[config.mk]
export PLATFORM = sky130hd
export DESIGN_NAME = fetch_stage_flat
export DESIGN_NICKNAME = d
export VERILOG_FILES = /design/src/rtl/fetch_stage_if.sv /design/src/rtl/fetch_stage.sv /design/src/flat_wrapper.sv
export SDC_FILE = /design/constraint.sdc
export NUM_CORES = 1
export LEC_CHECK = 0
export ABC_CLOCK_PERIOD_IN_PS = 3600
export CAP_MARGIN = 40
export CELL_PAD_IN_SITES_DETAIL_PLACEMENT = 0
export CELL_PAD_IN_SITES_GLOBAL_PLACEMENT = 1
export CORE_MARGIN = 2
export CORE_UTILIZATION = 39
export DETAILED_ROUTE_END_ITERATION = 10
export PLACE_DENSITY_LB_ADDON = 0.1
export SYNTH_ARGS = -nofsm -noshare
export SYNTH_HDL_FRONTEND = slang
export SYNTH_SLANG_ARGS = --single-unit
[constraint.sdc]
create_clock -name clk -period 3.6 [get_ports clk]
set_input_delay 0.54 -clock clk [delete_from_list [all_inputs] [get_ports clk]]
set_output_delay 0.54 -clock clk [all_outputs]
set_load 0.02 [all_outputs]
[src/rtl/fetch_stage_if.sv]
// Fetch-stage bundle: execute redirect, instruction-memory handshake, decode output slot
// and statistics. The master modport is the fetch stage, the slave modport its surroundings.
interface fetch_stage_if;
    logic        redirect_valid;
    logic [31:0] redirect_pc;
    logic        imem_req;
    logic [31:0] imem_addr;
    logic        imem_ready;
    logic [31:0] imem_rdata;
    logic        if_valid;
    logic [31:0] if_pc;
    logic [31:0] if_instr;
    logic        if_ready;
    logic [31:0] stat_fetch_cnt;
    logic [31:0] stat_drop_cnt;

    modport master (
        input  redirect_valid, redirect_pc, imem_ready, imem_rdata, if_ready,
        output imem_req, imem_addr, if_valid, if_pc, if_instr,
        output stat_fetch_cnt, stat_drop_cnt
    );

    modport slave (
        output redirect_valid, redirect_pc, imem_ready, imem_rdata, if_ready,
        input  imem_req, imem_addr, if_valid, if_pc, if_instr,
        input  stat_fetch_cnt, stat_drop_cnt
    );
endinterface

[src/rtl/fetch_stage.sv]
// Instruction fetch stage: PC, imem req/ready fetch FSM, output slot plus one-entry skid buffer.
// Optional statistics counters are built when FETCH_STAT_EN is defined.
module fetch_stage #(
    parameter logic [31:0] RESET_PC = 32'h0000_0000
) (
    input  logic                 clk,
    input  logic                 rst,
    fetch_stage_if.master        bus,
    output logic [1:0]           o_dbg_state
);

    // Handshakes: a transfer on imem happens in a cycle where imem_req && imem_ready;
    // the output slot transfers in a cycle where if_valid && if_ready. Neither side
    // may make its valid/req depend on the other side's ready in the same cycle.

    typedef enum logic [1:0] {
        ST_ISSUE = 2'd0,
        ST_WAIT  = 2'd1,
        ST_DROP  = 2'd2
    } state_t;

    state_t      r_state;
    state_t      w_state_nxt;

    logic [31:0] r_pc;
    logic [31:0] r_req_addr;
    logic        r_if_valid;
    logic [31:0] r_if_pc;
    logic [31:0] r_if_instr;
    logic        r_skid_valid;
    logic [31:0] r_skid_pc;
    logic [31:0] r_skid_instr;

    logic        w_req;
    logic [31:0] w_addr;
    logic        w_fire;
    logic        w_deliver;
    logic        w_out_free;
    logic        w_issue_stall;
    logic [31:0] w_pc_seq;

    // ---------------- FSM: state register ----------------
    always_ff @(posedge clk) begin
        if (rst) begin
            r_state <= ST_ISSUE;
        end else begin
            r_state <= w_state_nxt;
        end
    end

    // ---------------- FSM: next state ----------------
    always_comb begin
        w_state_nxt = r_state;
        if (bus.redirect_valid) begin
            // An unanswered request must still be drained; its data belongs to the old path.
            if (w_req && !bus.imem_ready) begin
                w_state_nxt = ST_DROP;
            end else begin
                w_state_nxt = ST_ISSUE;
            end
        end else begin
            case (r_state)
                ST_ISSUE: if (w_req && !bus.imem_ready) w_state_nxt = ST_WAIT;
                ST_WAIT:  if (bus.imem_ready)           w_state_nxt = ST_ISSUE;
                ST_DROP:  if (bus.imem_ready)           w_state_nxt = ST_ISSUE;
                default:                                w_state_nxt = ST_ISSUE;
            endcase
        end
    end

    // ---------------- FSM: outputs ----------------
    always_comb begin
        w_req  = 1'b0;
        w_addr = r_req_addr;
        case (r_state)
            ST_ISSUE: begin
                w_req  = !r_skid_valid;
                w_addr = r_pc;
            end
            ST_WAIT, ST_DROP: begin
                w_req  = 1'b1;
                w_addr = r_req_addr;
            end
            default: begin
                w_req  = 1'b0;
                w_addr = r_pc;
            end
        endcase
        if (rst) begin
            w_req = 1'b0;
        end
    end

    assign w_fire        = w_req && bus.imem_ready;
    assign w_deliver     = w_fire && (r_state != ST_DROP) && !bus.redirect_valid;
    assign w_out_free    = !r_if_valid || bus.if_ready;
    assign w_issue_stall = (r_state == ST_ISSUE) && w_req && !bus.imem_ready;
    assign w_pc_seq      = r_pc + 32'd4;

    // ---------------- PC, request address, output and skid slots ----------------
    always_ff @(posedge clk) begin
        if (rst) begin
            r_pc         <= RESET_PC;
            r_req_addr   <= 32'h0;
            r_if_valid   <= 1'b0;
            r_if_pc      <= 32'h0;
            r_if_instr   <= 32'h0;
            r_skid_valid <= 1'b0;
            r_skid_pc    <= 32'h0;
            r_skid_instr <= 32'h0;
        end else begin
            if (bus.redirect_valid) begin
                r_pc <= bus.redirect_pc;
            end else if (w_deliver) begin
                r_pc <= w_pc_seq;
            end

            if (w_issue_stall) begin
                r_req_addr <= r_pc;
            end

            if (bus.redirect_valid) begin
                r_if_valid   <= 1'b0;
                r_skid_valid <= 1'b0;
            end else if (w_out_free) begin
                // Skid entry is older than any new response, so it goes out first.
                if (r_skid_valid) begin
                    r_if_valid <= 1'b1;
                    r_if_pc    <= r_skid_pc;
                    r_if_instr <= r_skid_instr;
                    if (w_deliver) begin
                        r_skid_pc    <= w_addr;
                        r_skid_instr <= bus.imem_rdata;
                    end else begin
                        r_skid_valid <= 1'b0;
                    end
                end else if (w_deliver) begin
                    r_if_valid <= 1'b1;
                    r_if_pc    <= w_addr;
                    r_if_instr <= bus.imem_rdata;
                end else begin
                    r_if_valid <= 1'b0;
                end
            end else if (w_deliver) begin
                r_skid_valid <= 1'b1;
                r_skid_pc    <= w_addr;
                r_skid_instr <= bus.imem_rdata;
            end
        end
    end

    assign bus.imem_req  = w_req;
    assign bus.imem_addr = w_addr;
    assign bus.if_valid  = r_if_valid;
    assign bus.if_pc     = r_if_pc;
    assign bus.if_instr  = r_if_instr;
    assign o_dbg_state   = r_state;

`ifdef FETCH_STAT_EN
    logic        w_discard;
    logic [31:0] r_fetch_cnt;
    logic [31:0] r_drop_cnt;

    assign w_discard = w_fire && ((r_state == ST_DROP) || bus.redirect_valid);

    always_ff @(posedge clk) begin
        if (rst) begin
            r_fetch_cnt <= 32'h0;
            r_drop_cnt  <= 32'h0;
        end else begin
            if (w_deliver) r_fetch_cnt <= r_fetch_cnt + 32'd1;
            if (w_discard) r_drop_cnt  <= r_drop_cnt + 32'd1;
        end
    end

    assign bus.stat_fetch_cnt = r_fetch_cnt;
    assign bus.stat_drop_cnt  = r_drop_cnt;
`else
    assign bus.stat_fetch_cnt = 32'h0;
    assign bus.stat_drop_cnt  = 32'h0;
`endif

endmodule

[src/flat_wrapper.sv]
// flat-port wrapper written by rule: the top's interface ports become plain ports
module fetch_stage_flat 
#(
    parameter logic [31:0] RESET_PC = 32'h0000_0000
)
  (clk, rst, o_dbg_state, bus_redirect_valid, bus_redirect_pc, bus_imem_ready, bus_imem_rdata, bus_if_ready, bus_imem_req, bus_imem_addr, bus_if_valid, bus_if_pc, bus_if_instr, bus_stat_fetch_cnt, bus_stat_drop_cnt);
  fetch_stage_if bus_i ();
  input  logic clk;
  input  logic rst;
  output logic [1:0] o_dbg_state;
  input wire logic [$bits(bus_i.redirect_valid)-1:0] bus_redirect_valid;
  input wire logic [$bits(bus_i.redirect_pc)-1:0] bus_redirect_pc;
  input wire logic [$bits(bus_i.imem_ready)-1:0] bus_imem_ready;
  input wire logic [$bits(bus_i.imem_rdata)-1:0] bus_imem_rdata;
  input wire logic [$bits(bus_i.if_ready)-1:0] bus_if_ready;
  output wire logic [$bits(bus_i.imem_req)-1:0] bus_imem_req;
  output wire logic [$bits(bus_i.imem_addr)-1:0] bus_imem_addr;
  output wire logic [$bits(bus_i.if_valid)-1:0] bus_if_valid;
  output wire logic [$bits(bus_i.if_pc)-1:0] bus_if_pc;
  output wire logic [$bits(bus_i.if_instr)-1:0] bus_if_instr;
  output wire logic [$bits(bus_i.stat_fetch_cnt)-1:0] bus_stat_fetch_cnt;
  output wire logic [$bits(bus_i.stat_drop_cnt)-1:0] bus_stat_drop_cnt;
  assign bus_i.redirect_valid = bus_redirect_valid;
  assign bus_i.redirect_pc = bus_redirect_pc;
  assign bus_i.imem_ready = bus_imem_ready;
  assign bus_i.imem_rdata = bus_imem_rdata;
  assign bus_i.if_ready = bus_if_ready;
  assign bus_imem_req = bus_i.imem_req;
  assign bus_imem_addr = bus_i.imem_addr;
  assign bus_if_valid = bus_i.if_valid;
  assign bus_if_pc = bus_i.if_pc;
  assign bus_if_instr = bus_i.if_instr;
  assign bus_stat_fetch_cnt = bus_i.stat_fetch_cnt;
  assign bus_stat_drop_cnt = bus_i.stat_drop_cnt;
  fetch_stage #(.RESET_PC(RESET_PC)) u_core (.clk(clk), .rst(rst), .bus(bus_i), .o_dbg_state(o_dbg_state));
endmodule
==> impl_metrics.json, run 1 <==
{
  "fmax_mhz": 293,
  "antenna_left": 0,
  "routedWlPerCell_um": 15.4,
  "clockBufferDepth": 2,
  "ff2ff_setup_slack_ns": 0.78,
  "crit_fanout": 19,
  "slowest_stage": "ha_2",
  "n_antenna_cell": 0,
  "placed_cell_area_sq_um": 10800,
  "vias": 7549,
  "vdd_drop_max_v": 0.000251,
  "cts_resized": 0,
  "required_ns": 3.06,
  "hold_buffers": 0,
  "fillers": 2271,
  "final_max_slew_viol_count": 0,
  "layoutNonFillerInstCount": 1555,
  "hold_path_depth": 2,
  "seqCellArea_sq_um": 3930,
  "yosys.cell_types.count": 53,
  "core_area_sq_um": 22800,
  "final_hold_viol_count": 0,
  "drtIter0Drc": 540,
  "worstPathCellList": "inv_1 > ha_2 > buf_12 > mux2i_1 > inv_1 > clkdlybuf4s50_1",
  "dp_cells": 1523,
  "synth_top_area_frac": 0.431,
  "p_int_mw": 3.44,
  "seq_area_frac_synth": 0.431,
  "first_global_vias": 6988,
  "gp_congestion": 0.829,
  "ys_top_cells_by_count": "nand2_1, dfxtp_1, a21oi_1",
  "clk_pin_slew_ns": 0.08,
  "ys.flop_type": "dfxtp_1",
  "htree_levels": 4,
  "fin_skew_ns": 0.0155,
  "final-setup-viol-count": 0,
  "crit_path_start_kind": "register",
  "dieHeight_um": 157,
  "synth_warnings": 0,
  "grt_max_degree": 183,
  "clock_tree.root_cell": "clkbuf_16",
  "crit_top_cell": "inv_1",
  "max_stage_delay_ns": 0.68,
  "reg2reg_depth": 7,
  "yosysTopAreaCell": "dfxtp_1",
  "worstSetupPathType": "reg -> out",
  "dp_hpwl_um": 16300,
  "slew_headroom": 0.326,
  "grt_usage": 0.195,
  "outcome": "finished clean",
  "worstMarginPinSlew_ns": 1.01,
  "drive_above_1_share": 0.0588,
  "cts_sinks": 196,
  "grt_antenna_before_repair": 0,
  "synth_cells": 1104,
  "pwr-share-clk": 0.382,
  "postLayoutCellArea_sq_um": 11400,
  "overflow": 0,
  "firstDrtPassIters": 5,
  "period_needed_ns": 3.41,
  "switching_share": 0.290,
  "yosysMostFrequentCell": "nand2_1",
  "rsz0062_at_grt": "false",
  "synth_area_leaders": "dfxtp_1, nand2_1, mux2i_1",
  "drc": 0,
  "fin_hold_ws_ns": 0.401,
  "cts_setup_buffers": 0,
  "via_per_inst": 4.85,
  "areaGrowthSynthToFinish_pct": 25.1,
  "routed_wl_um": 23900,
  "switching_power_mw": 1.40,
  "grt_pass1_wl_um": 38100,
  "multi_input_area_sq_um": 4420,
  "period_share": 0.948,
  "cts_tree": "done",
  "combPwrFrac": 0.145,
  "p_total_mw": 4.85,
  "clk_latency_ns": 0.43,
  "ys_ff_latch": 196,
  "start_util": 0.400,
  "rows": 55,
  "num-nets-final": 1302,
  "io_pins": 233,
  "power_density_nw_per_um2": 426,
  "tns_ns": 0,
  "syn_area_sq_um": 9100,
  "cap_violations": 0,
  "power_frac_seq": 0.473,
  "syn_avg_cell_area_sq_um": 8.25,
  "die_area_sq_um": 24600,
  "cp_data_arrival_time_ns": 2.87,
  "cts_made_buffers": 17,
  "end_kind": "primary output",
  "cellLeakagePower_nw": 4.12,
  "port_buffers": 168,
  "hold_path.class": "in -> reg",
  "fp.dieW_um": 157,
  "synth_edf_count": 0,
  "async_flop_share": 0
}
cell families (layout without fill, tap and decap cells):
logic type      Yosys count  in the layout  synth area share
simple gates            375            375             0.178
compound gates          247            247             0.176
flops                   196            196             0.431
buf+inv                 188            263             0.111
mux                      66             66            0.0726
xor+xnor                 27             27            0.0260
fa+ha+maj                 4              4           0.00550
other cells               1             64          0.000412
power by group through the flow:
stage	Sequential, mW	Clock, mW	Combinational (mW)
2_1_floorplan	2.36	0	0.432
3_3_place_gp	2.34	0	0.700
3_5_place_dp	2.34	0	0.702
4_1_cts	2.29	1.91	0.704
5_1_grt	2.30	1.98	0.760
6_report	2.29	1.85	0.701
layout by cell type (no fill, tap or decap), types with 2 or more instances in the layout:
cell               n
a211oi_1          82
a21oi_1          102
a31oi_1            4
and2_1             8
and3_1             6
and4_1             6
buf_12             5
buf_4             18
clkbuf_16         17
clkdlybuf4s50_1  167
clkinv_8           2
conb_1            64
dfxtp_1          195
ha_1               3
inv_1             38
inv_6              7
inv_8              2
mux2i_1           66
nand2_1          219
nand3_1            4
nand4_1            7
nor2_1            95
nor2b_1            3
nor3_1             9
nor3_2             3
nor4_1             4
o211ai_1          35
o21ai_0            4
o21ai_1            2
o22ai_1            4
or2_2              2
xnor2_1           26
per-stage QoR:
stage	util	setup WS, ns
2_1_floorplan	-	1.08
6_report	0.500	0.189
3_5_place_dp	0.475	0.651
5_1_grt	0.500	0.0134
3_3_place_gp	0.474	0.657
4_1_cts	0.500	0.174
critical path: cells and delay by family (launching register included):
family	cells	cell delay, ns
muxes	1	0.39
buffers and inverters	4	0.97
DFF	1	0.38
adders and majority gates	1	0.68
final timing paths:
check,startpoint,to
worst min-delay path,rst,u_core.r_pc[2]$_SDFFE_PP0P_
worst max-delay path,u_core.o_dbg_state[1]$_SDFFE_PP0P_,bus_imem_addr[12]
worst min register to register,u_core.bus.if_pc[30]$_SDFFE_PP0P_,u_core.bus.if_pc[30]$_SDFFE_PP0P_
worst max register to register,u_core.o_dbg_state[1]$_SDFFE_PP0P_,u_core.r_pc[19]$_SDFFE_PP0P_
state kept, by name, indices dropped and copies added, names as in the netlist:
| register | cells |
|---|---|
| u_core.r_pc | 32 |
| u_core.bus.if_instr | 32 |
| u_core.r_skid_pc | 32 |
| u_core.r_skid_instr | 32 |
| u_core.o_dbg_state | 2 |
| u_core.bus.if_pc | 32 |
| u_core.r_skid_valid | 1 |
| u_core.r_req_addr | 32 |
| u_core.bus.if_valid | 1 |
cell type report:
class,instances,area share
Sequential cell,196,0.345
Multi-Input combinational cell,783,0.388
Inverter,39,0.0129
Clock buffer,18,0.0377
Timing Repair Buffer,192,0.170
Clock inverter,14,0.0121
Tap cell,313,0.0344
per-layer routing:
layer / vias up / global-route usage / part of all wire
met5: - / 0 / 0
met4: 0 / 0.0494 / 0.0093
met3: 16 / 0.0282 / 0.044
met2: 211 / 0.289 / 0.43
met1: 3439 / 0.293 / 0.52
li1: 3883 / - / -
(Power assumes the default switching activity.)
==> run 2, diff against run 1 <==
CORE_MARGIN = 4   (was 2)
==> run 2 against run 1 <==
Global-route usage fell by 0.97 points. Setup slack better by 0.066 ns. Critical path depth is the same. Sequential power about the same.
==> impl_metrics.json, run 2 (synthesized netlist as in run 1, its figures left out) <==
{
  "crit_family": "buffers and inverters",
  "grt_pass1_wl_um": 38800,
  "die_area_sq_um": 25800,
  "rows": 55,
  "end_kind": "primary output",
  "crit_fanout": 12,
  "crit_path_start_kind": "register",
  "cellLeakagePower_nw": 4.14,
  "layout_common_cells": "nand2_1, dfxtp_1, clkdlybuf4s50_1",
  "clock_tree.root_cell": "clkbuf_16",
  "core_area_sq_um": 22800,
  "areaGrowthSynthToFinish_pct": 25.6,
  "gp_congestion": 0.769,
  "drc": 0,
  "vdd_drop_max_v": 0.000291,
  "slew_headroom": 0.418,
  "drtIter0Drc": 433,
  "slowest_stage": "clkdlybuf4s50_1",
  "worstPathCellList": "inv_1 > ha_2 > buf_4 > mux2i_1 > inv_1 > clkdlybuf4s50_1",
  "fillers": 2280,
  "overflow": 0,
  "grt_max_degree": 81,
  "via_per_inst": 4.87,
  "hold_path.class": "reg -> reg",
  "crit_top_cell": "inv_1",
  "rsz0062_at_grt": "false",
  "period_needed_ns": 3.34,
  "final_hold_viol_count": 0,
  "fmax_mhz": 299,
  "grt_antenna_before_repair": 0,
  "tns_ns": 0,
  "dieHeight_um": 161,
  "outcome": "finished clean",
  "power_density_nw_per_um2": 434,
  "cap_violations": 0,
  "worstMarginPinSlew_ns": 0.873,
  "clk_pin_slew_ns": 0.08,
  "cp_data_arrival_time_ns": 2.80,
  "postLayoutCellArea_sq_um": 11400,
  "grt_usage": 0.185,
  "final-setup-viol-count": 0,
  "vias": 7561,
  "worstSetupPathType": "reg -> out",
  "period_share": 0.929,
  "cts_tree": "done",
  "finalWorstSetupSlack_ns": 0.255,
  "routedWlPerCell_um": 15.8,
  "crit_buf_inv": 4,
  "cts_made_buffers": 17,
  "first_global_vias": 7063,
  "port_buffers": 168,
  "clk_latency_ns": 0.43,
  "placed_cell_area_sq_um": 10800,
  "io_pins": 233,
  "fp.dieW_um": 161,
  "cts_setup_buffers": 0,
  "final_max_slew_viol_count": 0,
  "hold_buffers": 0,
  "dp_hpwl_um": 16900,
  "p_total_mw": 4.96,
  "fin_skew_ns": 0.0119,
  "mostFrequentLayoutCell": "nand2_1",
  "routed_wl_um": 24500,
  "firstDrtPassIters": 4,
  "max_stage_delay_ns": 0.57,
  "drive_above_1_share": 0.0588,
  "htree_levels": 4,
  "cts_resized": 0,
  "start_util": 0.400,
  "required_ns": 3.06,
  "antenna_left": 0,
  "num-nets-final": 1301,
  "clockBufferDepth": 2,
  "dp_slack_ns": 0.586,
  "cts_sinks": 196,
  "n_antenna_cell": 0
}
==> run 2: cell types whose count changed in the layout (fill, tap and decap cells not counted), sizes merged <==
cell / previous run / this run
clkbuf: 18 / 17
bufinv: 0 / 1
buf: 25 / 24
inv: 48 / 47
clkinvlp: 1 / 0
clkinv: 4 / 6
==> run 2: per-stage QoR <==
| step | cells | hold slack [ns] | util |
|---|---|---|---|
| after floorplan | 1167 | 0.436 | - |
| after global placement | 1522 | 0.439 | 0.475 |
| after detailed placement | 1522 | 0.443 | 0.475 |
| after CTS | 1554 | 0.455 | 0.502 |
| after global routing | 1554 | 0.472 | 0.502 |
| final | 1554 | 0.451 | 0.502 |
==> run 2: cell type report <==
class                           instances  area (sq um)  area share
Multi-Input combinational cell        783          4420       0.387
Sequential cell                       196          3930       0.343
Timing Repair Buffer                  191          1930       0.169
Clock buffer                           17           425      0.0372
Tap cell                              313           392      0.0343
Clock inverter                         15           186      0.0163
Inverter                               39           146      0.0128
==> run 2: worst paths after layout <==
| path | cells past startpoint | to | startpoint | slack, ns |
|---|---|---|---|---|
| hold / removal | 2 | u_core.bus.if_pc[13]$_SDFFE_PP0P_ | u_core.bus.if_pc[13]$_SDFFE_PP0P_ | 0.45 |
| setup reg to reg | 8 | u_core.r_skid_pc[24]$_SDFFE_PP0P_ | u_core.o_dbg_state[0]$_SDFFE_PP0P_ | 0.85 |
| hold reg to reg | 2 | u_core.bus.if_pc[13]$_SDFFE_PP0P_ | u_core.bus.if_pc[13]$_SDFFE_PP0P_ | 0.45 |
| setup / recovery | 6 | bus_imem_addr[20] | u_core.o_dbg_state[1]$_SDFFE_PP0P_ | 0.26 |
==> run 2: routing by layer <==
metal,GRT usage,part of all wire
met1,0.271,0.50
met2,0.281,0.44
met3,0.0341,0.049
met4,0.0454,0.011
met5,0,0
==> run 2: tightest hold or removal path: stages, from the launching register on <==
cell and delay [ns]:
dfxtp_1 0.31, nand2_1 0.05, a21oi_1 0.05
==> run 2: report_power, final <==
group | internal (mW) | switching (mW)
combinational | 0.287 | 0.414
sequential | 2.23 | 0.0623
clock | 1.01 | 0.959
==> edit, RTL diff (flow settings as in run 2) <==
Build with the macro `FETCH_STAT_EN` defined.
--- a/src/rtl/fetch_stage.sv
+++ b/src/rtl/fetch_stage.sv
@@ -1,5 +1,7 @@
 // Instruction fetch stage: PC, imem req/ready fetch FSM, output slot plus one-entry skid buffer.
 // Optional statistics counters are built when FETCH_STAT_EN is defined.
+`define FETCH_STAT_EN
+
 module fetch_stage #(
     parameter logic [31:0] RESET_PC = 32'h0000_0000
 ) (
Function: changed (a bounded check fails within 4 cycles, from zero or initial values and one cycle with rst high).
==> edit against run 2 <==
Setup slack got worse by 36 ps. Total power rose by 39%. Sequential power rose by 31%. Cell area rose by 33%. Synthesized area rose by 26%. Wire length rose by 31%. Critical path depth did not move. Clock power rose by 67%. First-iteration DRC count rose by 52%. Count of clock-buffer cells in the layout rose by 20. Sequential share of layout area fell by 0.13 points. Critical endpoint is now bus_imem_addr[9]. Synthesized cell count rose by 26%. Non-clock buffer count rose by 61. Largest power group is now clock. Sequential cell count rose by 64.
==> edit: results <==
export IMPL_result_of_the_run="finished, final reports clean"
export IMPL_vias_in_the_first_global_route=9650
export IMPL_ys_seq_area_frac=0.453
export IMPL_final_signal_buffer_count=252
export IMPL_drt_first_iter_violations=656
export IMPL_comb_multi_input_count=977
export IMPL_ff2ff_path_depth=7
export IMPL_hp_start="rst"
export IMPL_cell_area_reported_after_detailed_placement_mm2=0.0141
export IMPL_timing_worst_slew_pin_value_ps=1110
export IMPL_final_instance_count_excl_fillers=1982
export IMPL_sequential_cell_area_mm2=0.00521
export IMPL_grt_max_degree=214
export IMPL_io_buffer_count=232
export IMPL_h_tree_depth=1
export IMPL_r2r_setup_slack_ps=970
export IMPL_dp_slack_ps=526
export IMPL_layout_clock_cell_area_share=0.0702
export IMPL_power_net_switching_mw=1.62
export IMPL_insertedDiodeCount=1
export IMPL_numCtsBuffers=30
export IMPL_clock_tree_buffer_depth=3
export IMPL_power_per_cell_area_mw_per_mm2=453
export IMPL_power_ir_vdd_worst_mv=0.282
export IMPL_layout_clock_buffers=37
export IMPL_via_cell_ratio=5.11
export IMPL_nFlopsAndLatches=260
export IMPL_worst_path_largest_cell_delay_ps=540
export IMPL_netlist_top_cells_area="dfxtp_1, nand2_1, mux2i_1, a21oi_1, a211oi_1"
export IMPL_num_nets_final=1651
export IMPL_filler_cell_count=2743
export IMPL_groute_usage_overall=0.189
[edit: changes by cell type after synthesis, sizes merged, moves of 17 or more]
cell | before | now
clkbuf | 51 | 76
nand3 | 4 | 35
xnor2 | 26 | 43
buf | 98 | 26
a21oi | 102 | 128
nor2 | 96 | 142
dfxtp | 196 | 260
xor2 | 1 | 28
nand4 | 7 | 27
[edit: cells by family after synthesis]
kind of cell	Yosys count	share of synthesized area
AO/OA/AOI/OAI	298	0.164
XOR/XNOR	71	0.0541
adder cells (fa/ha/maj)	6	0.00653
buffers and inverters	157	0.0536
flip-flops	260	0.453
multiplexers	67	0.0583
AND/OR/NAND/NOR	535	0.210
[edit: worst max-delay path, delay by kind of cell, from the launching register on]
family,cells,cell delay (ps)
flip-flops,1,360
adder cells (fa/ha/maj),1,470
multiplexers,1,400
buffers and inverters,4,1040
[edit: layer usage]
layer | wire length [um] | GRT usage
met2 | 14700 | 0.309
met5 | 27 | 0
met1 | 14600 | 0.252
met4 | 721 | 0.0415
met3 | 2070 | 0.0497
